## src/rtl/pcie_pkg.sv

```systemverilog
// Shared constants and types for the PCIE switch statistics block.
// Counter select codes, read-FSM state encoding and the default counter width.
package pcie_pkg;

  localparam int unsigned CNT_W_DEF = 5;

  localparam logic [2:0] IDX_FIFO4 = 3'd0;
  localparam logic [2:0] IDX_FIFO5 = 3'd1;
  localparam logic [2:0] IDX_FIFO6 = 3'd2;
  localparam logic [2:0] IDX_FIFO7 = 3'd3;
  localparam logic [2:0] IDX_IN    = 3'd4;

  typedef enum logic {
    IDLE = 1'b0,
    READ = 1'b1
  } rd_state_e;

  function automatic logic idx_ok(input logic [2:0] idx);
    return idx <= IDX_IN;
  endfunction

endpackage

```

## src/rtl/pcie_contador.sv

```systemverilog
// Single wrap-around event counter with synchronous clear and async active-low reset.
// A clear coinciding with an increment leaves 1 so the event is not lost.
module pcie_contador
  import pcie_pkg::*;
#(
  parameter int unsigned CNT_W = CNT_W_DEF
) (
  input  logic             i_clk,
  input  logic             i_rst_n,
  input  logic             i_inc,
  input  logic             i_clr,
  output logic [CNT_W-1:0] o_cnt
);

  logic [CNT_W-1:0] r_cnt;

  always_ff @(posedge i_clk or negedge i_rst_n) begin
    if (!i_rst_n) begin
      r_cnt <= '0;
    end else if (i_clr) begin
      r_cnt <= i_inc ? CNT_W'(1) : '0;
    end else if (i_inc) begin
      r_cnt <= r_cnt + CNT_W'(1);
    end
  end

  assign o_cnt = r_cnt;

endmodule

```

## src/rtl/pcie_contadores.sv

```systemverilog
// Passive push/pop statistics for the PCIE switch with a req/idx streaming read port.
// Define PCIE_CONTADORES_CLEAR_ON_READ_EN to make valid reads clear the selected counter.
module pcie_contadores
  import pcie_pkg::*;
#(
  parameter int unsigned CNT_W = CNT_W_DEF,
  parameter int unsigned N_OUT = 4
) (
  input  logic             clk,
  input  logic             reset,
  input  logic             push_in,
  input  logic             full_in,
  input  logic [N_OUT-1:0] pop_out,
  input  logic [N_OUT-1:0] empty_out,
  input  logic             active,
  input  logic             req,
  input  logic [2:0]       idx,
  output logic [CNT_W-1:0] data_cnt,
  output logic             valid,
  output logic             idx_err
);

  // Reset asserts asynchronously but releases two edges later.
  logic [1:0] r_rst_sync;
  logic       w_rst_n;

  always_ff @(posedge clk or negedge reset) begin
    if (!reset) begin
      r_rst_sync <= '0;
    end else begin
      r_rst_sync <= {r_rst_sync[0], 1'b1};
    end
  end

  assign w_rst_n = r_rst_sync[1];

  logic [N_OUT:0]   w_inc;
  logic [N_OUT:0]   w_clr;
  logic [CNT_W-1:0] w_cnt [N_OUT+1];

  assign w_inc[N_OUT]     = push_in & ~full_in & active;
  assign w_inc[N_OUT-1:0] = pop_out & ~empty_out & {N_OUT{active}};

`ifdef PCIE_CONTADORES_CLEAR_ON_READ_EN
  always_comb begin
    w_clr = '0;
    for (int i = 0; i <= int'(N_OUT); i++) begin
      w_clr[i] = req && (idx == 3'(i));
    end
  end
`else
  assign w_clr = '0;
`endif

  for (genvar g = 0; g <= int'(N_OUT); g++) begin : g_cnt
    pcie_contador #(
      .CNT_W(CNT_W)
    ) u_cnt (
      .i_clk  (clk),
      .i_rst_n(w_rst_n),
      .i_inc  (w_inc[g]),
      .i_clr  (w_clr[g]),
      .o_cnt  (w_cnt[g])
    );
  end

  logic [CNT_W-1:0] w_sel;
  logic             w_sel_err;

  always_comb begin
    w_sel     = '0;
    w_sel_err = !idx_ok(idx);
    case (idx)
      IDX_FIFO4: w_sel = w_cnt[0];
      IDX_FIFO5: w_sel = w_cnt[1];
      IDX_FIFO6: w_sel = w_cnt[2];
      IDX_FIFO7: w_sel = w_cnt[3];
      IDX_IN:    w_sel = w_cnt[4];
      default:   w_sel = '0;
    endcase
  end

  rd_state_e        r_state;
  rd_state_e        w_state_d;
  logic [CNT_W-1:0] r_data;
  logic             r_err;

  always_ff @(posedge clk or negedge w_rst_n) begin
    if (!w_rst_n) begin
      r_state <= IDLE;
      r_data  <= '0;
      r_err   <= 1'b0;
    end else begin
      r_state <= w_state_d;
      if (req) begin
        r_data <= w_sel;
        r_err  <= w_sel_err;
      end
    end
  end

  always_comb begin
    w_state_d = r_state;
    case (r_state)
      IDLE:    w_state_d = req ? READ : IDLE;
      READ:    w_state_d = req ? READ : IDLE;
      default: w_state_d = IDLE;
    endcase
  end

  always_comb begin
    valid    = (r_state == READ);
    idx_err  = (r_state == READ) && r_err;
    data_cnt = r_data;
  end

endmodule

```

## config.mk

```make
export PLATFORM = sky130hd
export DESIGN_NAME = pcie_contadores
export DESIGN_NICKNAME = d
export VERILOG_FILES = /design/src/rtl/pcie_pkg.sv /design/src/rtl/pcie_contador.sv /design/src/rtl/pcie_contadores.sv
export SDC_FILE = /design/constraint.sdc
export NUM_CORES = 1
export LEC_CHECK = 0
export CAP_MARGIN = 20
export CORE_AREA = 2 2 68 70
export CTS_CLUSTER_DIAMETER = 200
export CTS_CLUSTER_SIZE = 8
export DETAILED_ROUTE_END_ITERATION = 8
export DIE_AREA = 0 0 70 72
export REMOVE_ABC_BUFFERS = 1
export SYNTH_ARGS = -nofsm -noshare
export SYNTH_HDL_FRONTEND = slang
export SYNTH_SLANG_ARGS = --single-unit
```

## constraint.sdc

```tcl
create_clock -name clk -period 1.4 [get_ports clk]
set_input_delay 0.28 -clock clk [delete_from_list [all_inputs] [get_ports clk]]
set_output_delay 0.28 -clock clk [all_outputs]
set_load 0.005 [all_outputs]
```

==> flow_summary.toml <==
[status]
status = "completed"

[global_routing]
grt_max_degree = 33
overflow = 0
grt_pass1_vias = 1131
grt_use_total = 0.140
antenna_found_initial = 0
grt_pass1_wl_um = 5300

[power_and_ir_drop]
pwr-share-seq = 0.478
sw_frac_of_total = 0.296
power.internal_w = 0.00257
power_density_nw_per_um2 = 1740
power_frac_comb = 0.226
clkPwrFrac = 0.297
switchingPower_w = 0.00108
ir_worst_vdd_mv = 0.811
leakage_nw = 0.954

[clock_network]
clkSlewWorstSetupHoldPaths_ns = 0.07
hold_buffers = 0
htreeDepth = 2
cts_root_buffer = "clkbuf_8"
cts_buffer_depth = 2
cts_tree = "built"
cts_sinks = 34
cts_made_buffers = 5
clk_latency_ns = 0.29

[yosys]
synth_mux_area_frac = 0.0962
yosys_warnings = 0
synthXorXnorAreaFrac = 0.108
synth_compound_area_frac = 0.0669
syn_avg_cell_area_um2 = 12.7
synth_fa_ha_area_frac = 0.0385
synth_seq_cells = 34
synthSimpleGateAreaFrac = 0.138
ys_types = 29
synthCells = 128
synth.cell_area_um2 = 1630
synth-seq-area-share = 0.523
synth_top_family_by_area = "simple AND/OR/NAND/NOR gates"

[hold_path]
hold_class = "in -> async"

[placement]
dpl.hpwl_um = 2350
port-buffer-count = 23
routabilityCongestion = 0.753
dpl_worst_slack_ns = -0.403

[critical_path]
cp_data_required_time_ns = 1.58
arrival_ns = 1.53
cp-start-kind = "input pin"
cp-end-kind = "flop"
path_class = "in -> reg"
critical_path.max_fanout = 5

[route]
drc = 0
detail_route.wl_per_cell_um = 14.5
viasPerCell = 5.07
vias = 1090
antenna_left = 0
firstDrtPassIters = 4
finalWirelength_um = 3130
drt_iter0_markers = 43

[final_layout]
drive_above_1_share = 0.215
final_core_util = 0.492
nets = 184
antenna_cells = 0
area_delta_synth_final_pct = 29.1
fillers = 382

[floorplan]
dieArea_um2 = 5040
initial_utilization = 0.381
die_w_um = 70
die_h_um = 72
placementRows = 24
boundaryPins = 24
core_area_um2 = 4260

[timing]
fmax_mhz = 739
slew_viol_final = 0
finClkSkew_ns = 0.00847
rsz0062_at_grt = "false"
setup_viol = 0
fin_ws_ns = 0.0469
timing.final.crit_share = 0.966
layout_min_cycle_time_ns = 1.35
hold_violations = 0

[flow_run]
drv_cap = 0
[power by group through the flow]
stage	clock, W	sequential [W]	combinational (W)
floorplan	0	0.00165	0.000571
global placement	0	0.00175	0.000792
detailed placement	0	0.00177	0.000844
CTS	0.00111	0.00174	0.000848
global route	0.00116	0.00179	0.000944
finish	0.00108	0.00174	0.000825
[layout by cell type (no fill, tap or decap), types with 5 or more instances in the layout]
cell,n
buf_4,11
clkbuf_8,5
clkdlybuf4s50_1,13
dfrtp_1,34
dlygate4sd2_1,8
ha_1,5
mux2_2,9
nand2_1,7
nand4_1,10
xnor2_1,15
xor2_1,5
[flip-flops by register name, summed over array words and instances (netlist names)]
signal and cells:
data_cnt 5, g_cnt.u_cnt.o_cnt 25, r_rst_sync 2, valid 1, r_err 1
[stage by stage]
stage | hold slack, ns | TNS, ns | power [W] | area (um^2) | instances
finish | 0.140 | 0 | 0.00365 | 2100 | 215
global route | 0.125 | 0 | 0.00390 | 2100 | 215
CTS | 0.133 | 0 | 0.00370 | 2090 | 215
detailed placement | 0.275 | -6.82 | 0.00261 | 1950 | 205
global placement | 0.268 | -6.29 | 0.00254 | 1950 | 205
floorplan | -0.0156 | 0 | 0.00222 | 1590 | 121
[routing by layer]
layer / GRT usage / vias up / part of all wire
met2: 0.225 / 28 / 0.48
met3: 0.0556 / 4 / 0.056
met4: 0.0577 / 0 / 0.020
met5: 0 / - / 0
met1: 0.169 / 532 / 0.44
li1: - / 526 / -
[path summary, 6_finish.rpt]
kind / from / endpoint / slack, ns / cells past startpoint
worst max-delay path: active / g_cnt[2].u_cnt.o_cnt[1]$_DFFE_PN0P_ / 0.05 / 3
worst min-delay path: reset / r_rst_sync[0]$_DFF_PN0_ / 0.14 / 1
worst max register to register: g_cnt[3].u_cnt.o_cnt[0]$_DFFE_PN0P_ / data_cnt[0]$_DFFE_PN0P_ / 0.23 / 3
worst min register to register: r_rst_sync[1]$_DFF_PN0_ / g_cnt[4].u_cnt.o_cnt[1]$_DFFE_PN0P_ / 0.26 / 1
max in group asynchronous: r_rst_sync[1]$_DFF_PN0_ / g_cnt[3].u_cnt.o_cnt[4]$_DFFE_PN0P_ / 0.85 / 1
min in group clk: r_rst_sync[0]$_DFF_PN0_ / r_rst_sync[1]$_DFF_PN0_ / 0.37 / 0
[layout make-up]
cell class	instances	area [um^2]	area share
inverter	1	3.75	0.00179
sequential	34	851	0.405
multi-input combinational	86	734	0.350
timing repair buffer	34	308	0.147
clock inverter	3	68.8	0.0328
tap	52	65.1	0.0310
clock buffer	5	68.8	0.0328
[what timing repair did]
action / CTS / global route
endpoints found under the setup margin: 12 / 6
gates resized for setup: 8 / 5
pin swaps: 0 / 0
setup buffers: 2 / 0
gates cloned: 0 / 0
[kinds of logic (layout without fill, tap and decap cells)]
| kind of cell | Yosys count | count (layout) |
|---|---|---|
| AOI/OAI and AO/OA | 13 | 13 |
| other | 1 | 1 |
| buffers and inverters | 8 | 43 |
| DFF | 34 | 34 |
| adders and majority gates | 5 | 5 |
| muxes | 14 | 14 |
| and+or+nand+nor | 33 | 33 |
| xor gates and xnor gates | 20 | 20 |
[cell usage after synthesis]
cell type	instances	area [um^2]
mux2_2	9	101
and3b_1	5	43.8
and4b_1	1	10.0
and2_1	1	6.26
a21oi_2	1	8.76
inv_1	1	3.75
xor2_1	5	43.8
xnor2_1	15	131
and2b_1	1	7.51
nor4bb_1	2	20.0
ha_1	5	62.6
clkbuf_2	5	25.0
o221ai_1	4	35.0
conb_1	1	3.75
nand2b_1	4	25.0
nand4_1	10	62.6
buf_6	1	11.3
buf_2	1	5.00
o21ai_1	1	5.00
o221ai_2	1	15.0
o211ai_1	1	7.51
dfrtp_1	34	851
mux2_4	1	15.0
mux2i_1	4	40.0
nand2_1	7	26.3
a22oi_1	4	30.0
nor2_1	1	3.75
o21a_1	1	7.51
nor3b_4	1	18.8
[critical path, stage by stage]
cell,delay (ns)
clkdlybuf4s50_1,0.61
and3b_1,0.29
mux2_2,0.35
Power figures use the tool's default switching activity.
